**config.mk**
```make
export PLATFORM = sky130hd
export DESIGN_NAME = mod_divisor_quinto
export DESIGN_NICKNAME = d
export VERILOG_FILES = /design/src/rtl/mod_divisor_quinto.sv
export SDC_FILE = /design/constraint.sdc
export NUM_CORES = 1
export LEC_CHECK = 0
export ABC_CLOCK_PERIOD_IN_PS = 2000
export CAP_MARGIN = 30
export CORE_ASPECT_RATIO = 2
export CORE_MARGIN = 10
export CORE_UTILIZATION = 53
export CTS_CLUSTER_DIAMETER = 100
export DETAILED_ROUTE_END_ITERATION = 10
export PLACE_DENSITY_LB_ADDON = 0.1
export SLEW_MARGIN = 20
export SYNTH_ARGS = -nofsm -noshare
export SYNTH_HDL_FRONTEND = slang
export SYNTH_SLANG_ARGS = --single-unit
export TNS_END_PERCENT = 5
```
**constraint.sdc**
```tcl
create_clock -name CLK -period 2 [get_ports CLK]
set_clock_uncertainty 0.05 [all_clocks]
set_input_delay 0.2 -clock CLK [delete_from_list [all_inputs] [get_ports CLK]]
set_output_delay 0.2 -clock CLK [all_outputs]
set_load 0.005 [all_outputs]
```
**src/rtl/mod_divisor_quinto.sv**
```systemverilog
// mod_divisor_quinto: sequential signed divide-by-5 (9-bit dividend, 6-bit quotient); define MOD_DIVISOR_QUINTO_SAT_EN to saturate F on overflow
module mod_divisor_quinto (
  input  logic       CLK,
  input  logic       RST,
  input  logic       START,
  input  logic [8:0] A,
  output logic [5:0] F,
  output logic [2:0] R,
  output logic       OF,
  output logic       BUSY,
  output logic       DONE
);
  typedef enum logic [1:0] {S_IDLE, S_DIV, S_FIX, S_DONE} state_t;
  state_t      state_q, state_d;
  logic [8:0]  dvd_q, dvd_d;
  logic [8:0]  quo_q, quo_d;
  logic [2:0]  rem_q, rem_d;
  logic        neg_q, neg_d;
  logic [3:0]  cnt_q, cnt_d;
  logic [5:0]  f_q, f_d;
  logic [2:0]  r_q, r_d;
  logic        of_q, of_d;
  logic [8:0]  abs_a;
  logic [3:0]  rem_sh;
  logic        ge5;
  logic [2:0]  rem_nx;
  logic        of_fix;
  logic [5:0]  q_wrap;
  logic [5:0]  f_fix;
  // Two's complement magnitude; 9 bits unsigned holds |-256| = 256
  assign abs_a  = A[8] ? ~A + 9'd1 : A;
  assign rem_sh = {rem_q, dvd_q[8]};
  assign ge5    = rem_sh >= 4'd5;
  assign rem_nx = ge5 ? 3'(rem_sh - 4'd5) : rem_sh[2:0];
  // Negative quotients may reach -32, positive ones only 31
  assign of_fix = neg_q ? (quo_q > 9'd32) : (quo_q > 9'd31);
  assign q_wrap = neg_q ? ~quo_q[5:0] + 6'd1 : quo_q[5:0];
`ifdef MOD_DIVISOR_QUINTO_SAT_EN
  assign f_fix  = of_fix ? (neg_q ? 6'b100000 : 6'b011111) : q_wrap;
`else
  assign f_fix  = q_wrap;
`endif
  assign F    = f_q;
  assign R    = r_q;
  assign OF   = of_q;
  assign BUSY = (state_q == S_DIV) || (state_q == S_FIX);
  assign DONE = state_q == S_DONE;
  // Next-state and datapath: accept, nine restoring iterations, sign fix-up
  always_comb begin
    state_d = state_q;
    dvd_d   = dvd_q;
    quo_d   = quo_q;
    rem_d   = rem_q;
    neg_d   = neg_q;
    cnt_d   = cnt_q;
    f_d     = f_q;
    r_d     = r_q;
    of_d    = of_q;
    case (state_q)
      S_IDLE, S_DONE: begin
        state_d = START ? S_DIV : S_IDLE;
        if (START) begin
          dvd_d = abs_a;
          neg_d = A[8];
          quo_d = '0;
          rem_d = '0;
          cnt_d = '0;
        end
      end
      S_DIV: begin
        dvd_d   = {dvd_q[7:0], 1'b0};
        quo_d   = {quo_q[7:0], ge5};
        rem_d   = rem_nx;
        cnt_d   = cnt_q + 4'd1;
        state_d = (cnt_q == 4'd8) ? S_FIX : S_DIV;
      end
      S_FIX: begin
        f_d     = f_fix;
        r_d     = rem_q;
        of_d    = of_fix;
        state_d = S_DONE;
      end
      default: state_d = S_IDLE;
    endcase
  end
  // State and result registers; reset aborts any division in flight
  always_ff @(posedge CLK or posedge RST) begin
    if (RST) begin
      state_q <= S_IDLE;
      dvd_q   <= '0;
      quo_q   <= '0;
      rem_q   <= '0;
      neg_q   <= 1'b0;
      cnt_q   <= '0;
      f_q     <= '0;
      r_q     <= '0;
      of_q    <= 1'b0;
    end else begin
      state_q <= state_d;
      dvd_q   <= dvd_d;
      quo_q   <= quo_d;
      rem_q   <= rem_d;
      neg_q   <= neg_d;
      cnt_q   <= cnt_d;
      f_q     <= f_d;
      r_q     <= r_d;
      of_q    <= of_d;
    end
  end
endmodule
```
==> qor.yml <==
status:
  status: "completed"
clock_network:
  cts_sinks: 38
  cts_tree: "yes"
  path_clk_slew_ps: 70
  postCtsSetupRepairBufs: 0
  root_buffer: "clkbuf_8"
  insertion_delay_ps: 280
  clock_path_buffers: 2
  cts_buffers: 5
  htree_levels: 2
die:
  die_h_um: 108
  die_w_um: 63.8
  rows: 31
  initial_core_util_pct: 55.7
  fp.dieArea_sq_mm: 0.00685
  core_area_sq_mm: 0.00365
  io-pin-count: 24
layout:
  areaGrowthSynthToFinish_pct: 21.3
  stdcell_count: 292
  n_antenna_cell: 0
  fin_area_sq_mm: 0.00246
  nets: 264
  layout-drive-gt1-share_pct: 12.3
  fillers: 321
placed_design:
  post_dp_cell_area_sq_mm: 0.00237
  io_buffers: 23
  dp.cells: 284
  dp_hpwl_um: 3520
  gp_congestion: 0.827
yosys:
  synth_top_area_cell: "dfrtp_1"
  synth-simple-area-share_pct: 16.6
  yosys.cell_count.top_type: "dfrtp_1"
  ys_warn_count: 0
  synth_adder_area_share_pct: 6.17
  synth_compound_area_share_pct: 14.2
  synth_xor_area_share_pct: 4.32
  synth_area_sq_mm: 0.00203
  ys_types: 37
  ys_top_cells_by_count: "dfrtp_1 (38), nand2_1 (25), o21ai_0 (16), inv_1 (14)"
  synth_mux_area_share_pct: 6.84
  synth_top_family_by_area: "simple AND/OR/NAND/NOR gates"
  ys_seq_area_share_pct: 46.9
  async_flop_share_pct: 100
  yosys_most_used_dff: "dfrtp_1"
  synth_top_area_share_pct: 46.9
  synth_nets: 233
  synth_area_per_cell_sq_um: 9.62
  ys_ff_latch: 38
  synth_edf_count: 0
  ys_top_cells_by_area: "dfrtp_1 (47%), ha_1 (6.2%), nand2_1 (4.6%)"
  syn_inst: 211
power_and_ir_drop:
  power.total_mw: 3.41
  peakVddDrop_v: 0.000892
  p_leak_nw: 1.14
  power.density_mw_per_mm2: 1390
worst_setup_path:
  cp-start-kind: "register"
  path_class: "reg2out"
  cp.arrival_ps: 1670
  end_kind: "primary output"
  crit_fanout: 7
  crit_required_ps: 1750
sta:
  finalSetupViolCount: 0
  relSlewSlack_pct: 67.7
  worstMarginPinSlew_ps: 485
  fmax_mhz: 521
  hold_viol_final: 0
  slew_violations: 0
  fin_crit_sh_pct: 96.0
  tns_ps: 0
  rsz0062_at_grt: "false"
  min_period_ps: 1920
global_route:
  grt_pass1_wl_um: 7940
  overflow: 0
  antenna_found_initial: 0
  grt_max_degree: 39
  grt_pass1_vias: 1773
  grt_util_all_layers_pct: 13.9
drt:
  viasPerCell: 5.56
  drc_errors: 0
  firstDrtPassIters: 4
  num_vias: 1624
  wire_per_inst_um: 15.3
  drtIter0Drc: 38
  finalWirelength_um: 4460
  ant_nets: 0
min_path:
  hold_class: "in2async"
flow_run:
  drv_cap: 0
==> routing by layer <==
| layer | GRT usage, % | share of wire (%) | vias up |
|---|---|---|---|
| met2 | 26.8 | 57 | 26 |
| met1 | 13.4 | 37 | 803 |
| met5 | 0 | 0 | - |
| li1 | - | - | 789 |
| met3 | 3.34 | 3.9 | 6 |
| met4 | 5.97 | 1.5 | 0 |
==> registers in the layout (all words and copies together) (netlist names) <==
register,count
F,6
OF,1
R,3
cnt_q,4
dvd_q,9
neg_q,1
quo_q,9
rem_q,3
state_q,2
==> through the flow <==
step	hold WS [ps]	util [%]	setup WS (ps)
final	276	67.5	80.0
after global routing	347	67.5	0.284
after CTS	296	67.5	52.3
after detailed placement	415	65.0	39.8
after global placement	406	65.0	97.5
after floorplan	326	-	169
==> layout make-up <==
cell class	instances	area, sq um	share of cell area (%)
Multi-Input combinational cell	147	978	39.7
Sequential cell	38	951	38.6
Timing Repair Buffer	36	328	13.3
Clock buffer	7	86.3	3.51
Tap cell	49	61.3	2.49
Inverter	14	52.6	2.13
Clock inverter	1	5.00	0.203
==> worst max-delay path, stage by stage (launching register included) <==
cell and delay (ps):
dfrtp_1 400, inv_1 70, ha_2 320, inv_1 90, clkdlybuf4s50_1 510
==> logic make-up after synthesis <==
group	Yosys count
buffers and inverters	26
xor gates and xnor gates	10
muxes	13
and+or+nand+nor	69
AOI/OAI and AO/OA	45
adders and majority gates	10
DFF	38
==> where the power goes <==
part / internal [mW] / switching (mW)
registers: 1.05 / 0.225
clock network: 0.278 / 0.259
logic: 0.775 / 0.829
total: 2.10 / 1.31
==> path summary, 6_finish.rpt <==
check	startpoint	end	slack, ps	depth (start not counted)
hold / removal	RST	F[0]	280	3
max in group asynchronous	RST	cnt_q[0]	1280	3
min in group CLK	quo_q[8]	quo_q[8]	430	2
setup / recovery	state_q[0]	BUSY	80	4
setup reg to reg	state_q[0]	dvd_q[6]	180	6
hold reg to reg	quo_q[8]	quo_q[8]	430	2
==> repair_timing <==
item | CTS | global route
hold buffers | 0 | 0
hold endpoints to repair | 0 | 0
setup endpoints to repair | 1 | 0
gates resized for setup | 1 | 0
==> placed cells by master, fill, tap and decap left out, drive strengths merged, types with 10 or more instances in the layout <==
cell type	count
nand2	25
o21ai	16
dfrtp	38
inv	14
buf	13
a21oi	13
nand3	13
ha	10
nor2	12
clkdlybuf4s50	23
(Power assumes the default switching activity.)
